`config.mk`:
```
export PLATFORM = sky130hd
export DESIGN_NAME = one_bit_alu
export DESIGN_NICKNAME = d
export VERILOG_FILES = /design/src/rtl/alu_pkg.sv /design/src/rtl/full_adder.sv /design/src/rtl/one_bit_alu.sv
export SDC_FILE = /design/constraint.sdc
export NUM_CORES = 1
export LEC_CHECK = 0
export ABC_AREA = 1
export CAP_MARGIN = 20
export CORE_AREA = 5 5 42 44
export DETAILED_ROUTE_END_ITERATION = 8
export DIE_AREA = 0 0 47 49
export HOLD_SLACK_MARGIN = 0.03
export PLACE_DENSITY = 0.4
export SLEW_MARGIN = 20
export SYNTH_ARGS = -nofsm -noshare
export SYNTH_HDL_FRONTEND = slang
export SYNTH_SLANG_ARGS = --single-unit
```
`constraint.sdc`:
```
create_clock -name clk -period 0.8 [get_ports clk]
set_input_delay 0.24 -clock clk [delete_from_list [all_inputs] [get_ports clk]]
set_output_delay 0.24 -clock clk [all_outputs]
set_load 0.03 [all_outputs]
```
`src/rtl/alu_pkg.sv`:
```
// Shared ALU control encodings for the MIPS datapath bit-slices.
package alu_pkg;

  localparam logic [3:0] OP_AND = 4'b0000;
  localparam logic [3:0] OP_OR  = 4'b0001;
  localparam logic [3:0] OP_ADD = 4'b0010;
  localparam logic [3:0] OP_SUB = 4'b0110;
  localparam logic [3:0] OP_SLT = 4'b0111;
  localparam logic [3:0] OP_NOR = 4'b1100;

endpackage

```
`src/rtl/full_adder.sv`:
```
// Single-bit combinational full adder used as the carry-chain element of an ALU slice.
module full_adder (
  input  logic i_a,
  input  logic i_b,
  input  logic i_cin,
  output logic o_sum,
  output logic o_cout
);

  assign o_sum  = i_a ^ i_b ^ i_cin;
  assign o_cout = (i_a & i_b) | (i_a & i_cin) | (i_b & i_cin);

endmodule

```
`src/rtl/one_bit_alu.sv`:
```
// One registered bit-slice of the MIPS word ALU (AND/OR/ADD/SUB/SLT/NOR, carry in/out).
// Optional ONE_BIT_ALU_SET_OUT_EN adds a registered raw-sum 'set' output for the MSB slice.
module one_bit_alu
  import alu_pkg::*;
(
  input  logic       clk,
  input  logic       rst_n,
  input  logic [3:0] op,
  input  logic       a,
  input  logic       b,
  input  logic       cin,
  input  logic       less,
  input  logic       sub,
`ifdef ONE_BIT_ALU_SET_OUT_EN
  output logic       set,
`endif
  output logic       r,
  output logic       cout
);

  // Inputs are sampled every rising edge with no enable and no handshake;
  // r/cout (and set) reflect the inputs of the previous cycle.
  logic w_bb;
  logic w_sum;
  logic w_c;
  logic w_r;
  logic r_r;
  logic r_cout;

  // sub is taken as given: the slice never re-derives it from op.
  assign w_bb = b ^ sub;

  full_adder u_full_adder (
    .i_a    (a),
    .i_b    (w_bb),
    .i_cin  (cin),
    .o_sum  (w_sum),
    .o_cout (w_c)
  );

  always_comb begin
    w_r = 1'b0;
    case (op)
      OP_AND:  w_r = a & b;
      OP_OR:   w_r = a | b;
      OP_ADD:  w_r = w_sum;
      OP_SUB:  w_r = w_sum;
      OP_SLT:  w_r = less;
      OP_NOR:  w_r = ~(a | b);
      default: w_r = 1'b0;
    endcase
  end

  // Carry is registered for every op so the chain never depends on decode.
  always_ff @(posedge clk or negedge rst_n) begin
    if (!rst_n) begin
      r_r    <= 1'b0;
      r_cout <= 1'b0;
    end else begin
      r_r    <= w_r;
      r_cout <= w_c;
    end
  end

  assign r    = r_r;
  assign cout = r_cout;

`ifdef ONE_BIT_ALU_SET_OUT_EN
  logic r_set;

  always_ff @(posedge clk or negedge rst_n) begin
    if (!rst_n) begin
      r_set <= 1'b0;
    end else begin
      r_set <= w_sum;
    end
  end

  assign set = r_set;
`endif

endmodule

```
# == Word level (Yosys, flattened, before mapping) ==
# Cells that the tools add are included.
# W data, S select, Z words.
# word_totals
reg_bits,2
mem_bits_rw,0
rom_bits,0
latch_bits,0
memories,0
input_bits,11
# op_classes
multipliers,0
n_eq_ne,5
n_addsub,0
n_shift,0
muxes,1
order_cmp,0
div,0
bitwise,11
reduce_logical,2
# ops
cell,count
$eq A4 B3 Y1 const B,2
$pmux W1 S5,1
$and A1 B1 Y1,4
$eq A4 B1 Y1 const B,1
$eq A4 B2 Y1 const B,1
$eq A4 B4 Y1 const B,1
$logic_not A4 Y1,1
$or A1 B1 Y1,3
$xor A1 B1 Y1,3
$reduce_or A2 Y1,1
$not A1 Y1,1

# == Longest topological paths before layout ==
# Gate-level depths: netlist of run 1.
# logic_depth
word_depth,4
depth_mapped,6

# == Hierarchy ==
# From an unflattened synthesis of run 1, not the netlist that was laid out.
# unflattened
hier_cells,27
area_unflattened_um2,176.4
# by_module_without_submodules
mod,instances,cells_per_inst,area_per_inst_um2,seq_area_each_um2
one_bit_alu,1,26,156.4,50.0
full_adder,1,1,20.0,0.0

# == Least setup slack after synthesis of run 1 ==
# Ideal clock, no wire load.
# synth_timing
path_kind,input -> register
start,input sub
end,register r_r (netlist: r)
t_arrival_ps,1033
setup_ps,119
stages,6
t_required_ps,681
setup_slack_ps,-351
n_path_buf,0
cell_sequence,xor2_1 -> fa_1 -> nand4_1 -> nand2_1 -> inv_1 -> nand2_1
# synth_via
elab_chain_cells,4
# synth_lines
item,line,source
"start, declared",one_bit_alu.sv:13,"input logic sub,"
$xor A1 B1 Y1,one_bit_alu.sv:31,assign w_bb = b ^ sub;
$xor A1 B1 Y1 (2 in a row),full_adder.sv:10,assign o_sum = i_a ^ i_b ^ i_cin;
$pmux W1 S5,one_bit_alu.sv:43,case (op)
net w_r,one_bit_alu.sv:26,logic w_r;
"end signal, assigned",one_bit_alu.sv:60,r_r <= w_r;
"end, declared",one_bit_alu.sv:27,logic r_r;
# The timed path passes the listed nets, and every way through them passes these cells.

# == Worst setup path in the final report of run 1 ==
# layout_timing
start,input b
end,register r_r (netlist: r)
# layout_via
elab_chain_cells,4
elab_cells_between_ends,7
classes_between,mux (1); bitwise (6)
# layout_lines
item,line,source
"start, declared",one_bit_alu.sv:10,"input logic b,"
$xor A1 B1 Y1,one_bit_alu.sv:31,
$xor A1 B1 Y1 (2 in a row),full_adder.sv:10,
$pmux W1 S5 (*),one_bit_alu.sv:43,
net w_r,one_bit_alu.sv:26,
# Mark *: on every way through the listed nets, which the timed path passes. The rest lies on a longest branch.

==> flow_metrics.tcl, run 1 <==
set metrics [dict create \
    cts_tree "built" \
    hp-class "input pin to asynchronous set/reset pin" \
    vias 220 \
    antenna_left 0 \
    critPathKind "input pin to flop" \
    fin_cells 62 \
    arrival_ns 1.14 \
    io_buffers 12 \
    start_util 0.129 \
    fillers 166 \
    p_int_uw 359 \
    cts_hold_buffers 0 \
    final.min_clock_period_ns 1.03 \
    ctsRootBufferMaster "clkbuf_4" \
    status "finished, violations left" \
    placed_cell_area_sq_um 330 \
    max_slew.worst_pin.slew_ns 0.150 \
    worstSetupStartpoint "b" \
    drc 0 \
    violations "setup timing" \
    fin_crit_sh 1.29 \
    cts.clk_slew.worst_paths_ns 0.03 \
    power.share.combinational 0.303 \
    slew_headroom 0.900 \
    avgRoutedWirePerCell_um 7.40 \
    fmax_ghz 0.969 \
    vias_per_cell 3.55 \
    place_congestion 0.598 \
    ios 13 \
    clkPwrFrac 0.459 \
    clk_path_buf_depth 2 \
    synth_seq_cells 2 \
    drtPass1Iterations 2 \
    cts-htree-levels 1 \
    nNetsFinal 60 \
    drt-total-wl_um 459 \
    cap_violations 0 \
    grt_max_degree 5 \
    maxSlewViolCount 0 \
    core_area_sq_um 1400 \
    peakVddDrop_mv 0.196 \
    synth.largest_area_cell "dfrtp_1" \
    hold_viol_final 0 \
    worst_slack_ns -0.232 \
    grt_pass1_vias 239 \
    dp_cells 59 \
    fp.dieH_um 49 \
    ys_seq_area_frac 0.278 \
    grt_overflow_total 0 \
    final_cell_area_sq_um 368 \
    worst_ep_required_time_ns 0.91 \
    netlist_instances 29 \
    clock-sinks 2 \
    switchingPower_uw 129 \
    syn_avg_cell_area_sq_um 6.21 \
    synth.distinct_cells 8 \
    cp-start-kind "input pin" \
    p_leak_nw 0.219 \
    drtIter0Drc 1 \
    die-area_sq_um 2300 \
    rsz0062_at_grt "true" \
    synth.cell_area_sq_um 180 \
    cts_setup_buffers 0 \
    num_antenna_cells 0 \
    drive_gt1_frac 0.239 \
    hpwl_um 408 \
    grt_pass1_wl_um 821 \
    fp-row-count 14 \
    track_usage 0.0514 \
    netlist.area_leader.share 0.278 \
    ys_top_cells_by_area "dfrtp_1 28%, inv_1 17%, nand2_1 13%, nor2_1 13%, fa_1 11%" \
    ys_warn_count 0 \
    numCtsBuffers 3 \
    antenna_found_initial 0 \
    syn2layout_area_growth_pct 104 \
    dp_slack_ns -0.920 \
    finalSetupViolCount 3 \
    fp.dieW_um 47 \
    synth_nets 41 \
    power_density_nw_per_um2 1330 \
    pwr-share-seq 0.238 \
    sw_frac_of_total 0.265 \
    crit_fanout 2 \
    setup-tns-final_ns -0.556 \
    end_kind "flop" \
]
layer usage:
layer,up-vias,track usage,wire length (um)
met5,-,0,0
met4,0,0.0691,0
met3,0,0.0111,33
met2,4,0.0814,293
met1,97,0.0417,132
li1,119,-,-
Yosys cell counts:
library cell  number
inv_1              8
nand2_1            6
nor2_1             6
nand3_1            4
dfrtp_1            2
fa_1               1
nand4_1            1
xor2_1             1
state kept, by name, summed over array words and instances, names as in the netlist:
| name | flops |
|---|---|
| cout | 1 |
| r | 1 |
repair_timing:
action	in CTS	in global routing
pin swaps	4	1
setup endpoints to repair	4	4
resized for setup	15	5
power by group through the flow:
| stage | registers (mW) | clock network [mW] | logic (mW) |
|---|---|---|---|
| 2_1_floorplan | 0.135 | 0 | 0.0349 |
| 3_3_place_gp | 0.115 | 0 | 0.148 |
| 3_5_place_dp | 0.115 | 0 | 0.147 |
| 4_1_cts | 0.116 | 0.239 | 0.153 |
| 5_1_grt | 0.116 | 0.238 | 0.167 |
| 6_report | 0.116 | 0.224 | 0.148 |
worst max path at each step:
stage                        endpoint
after detailed placement  r$_DFF_PN0_
after floorplan           r$_DFF_PN0_
after global placement    r$_DFF_PN0_
after CTS                 r$_DFF_PN0_
final                     r$_DFF_PN0_
after global routing      r$_DFF_PN0_
placed cells by master (no fill, tap or decap), drive strengths merged, types with 2 or more instances in the layout:
cell type	count
inv	8
nand3	4
dfrtp	2
dlymetal6s2s	2
buf	6
clkdlybuf4s50	4
nand2	6
nor2	6
clkbuf	4
kinds of logic (layout without fill, tap and decap cells):
group         count (synthesis)  count (layout)  share of synthesized area
simple gates                 17              17                      0.396
buf+inv                       8              25                      0.167
flops                         2               2                      0.278
fa+ha+maj                     1               1                      0.111
xor+xnor                      1               1                     0.0486
worst max-delay path: stages:
cell	delay, ns
buf_8	0.10
xor2_2	0.16
fa_1	0.43
nand4_1	0.08
nand2_1	0.05
inv_1	0.04
nand2_1	0.04
per-stage QoR:
| stage | power (mW) | util | hold slack, ns |
|---|---|---|---|
| finish | 0.488 | 0.263 | 0.179 |
| global route | 0.521 | 0.263 | 0.179 |
| CTS | 0.508 | 0.259 | 0.171 |
| detailed placement | 0.262 | 0.236 | 0.416 |
| global placement | 0.263 | 0.236 | 0.416 |
| floorplan | 0.170 | - | -0.0556 |
area by class of cell:
cell class	instances	area (sq um)	share of cell area
Clock buffer	3	22.5	0.0612
Inverter	8	30.0	0.0816
Multi-Input combinational cell	19	108	0.293
Sequential cell	2	50.0	0.136
Tap cell	16	20.0	0.0544
Timing Repair Buffer	14	138	0.374
No activity file was read; power rests on OpenSTA's default activity.
==> run 2, diff against run 1 <==
- SLEW_MARGIN: 20 -> default
==> results of run 2 <==
Same layout as run 1: the final DEF is identical, and so are final timing and power.
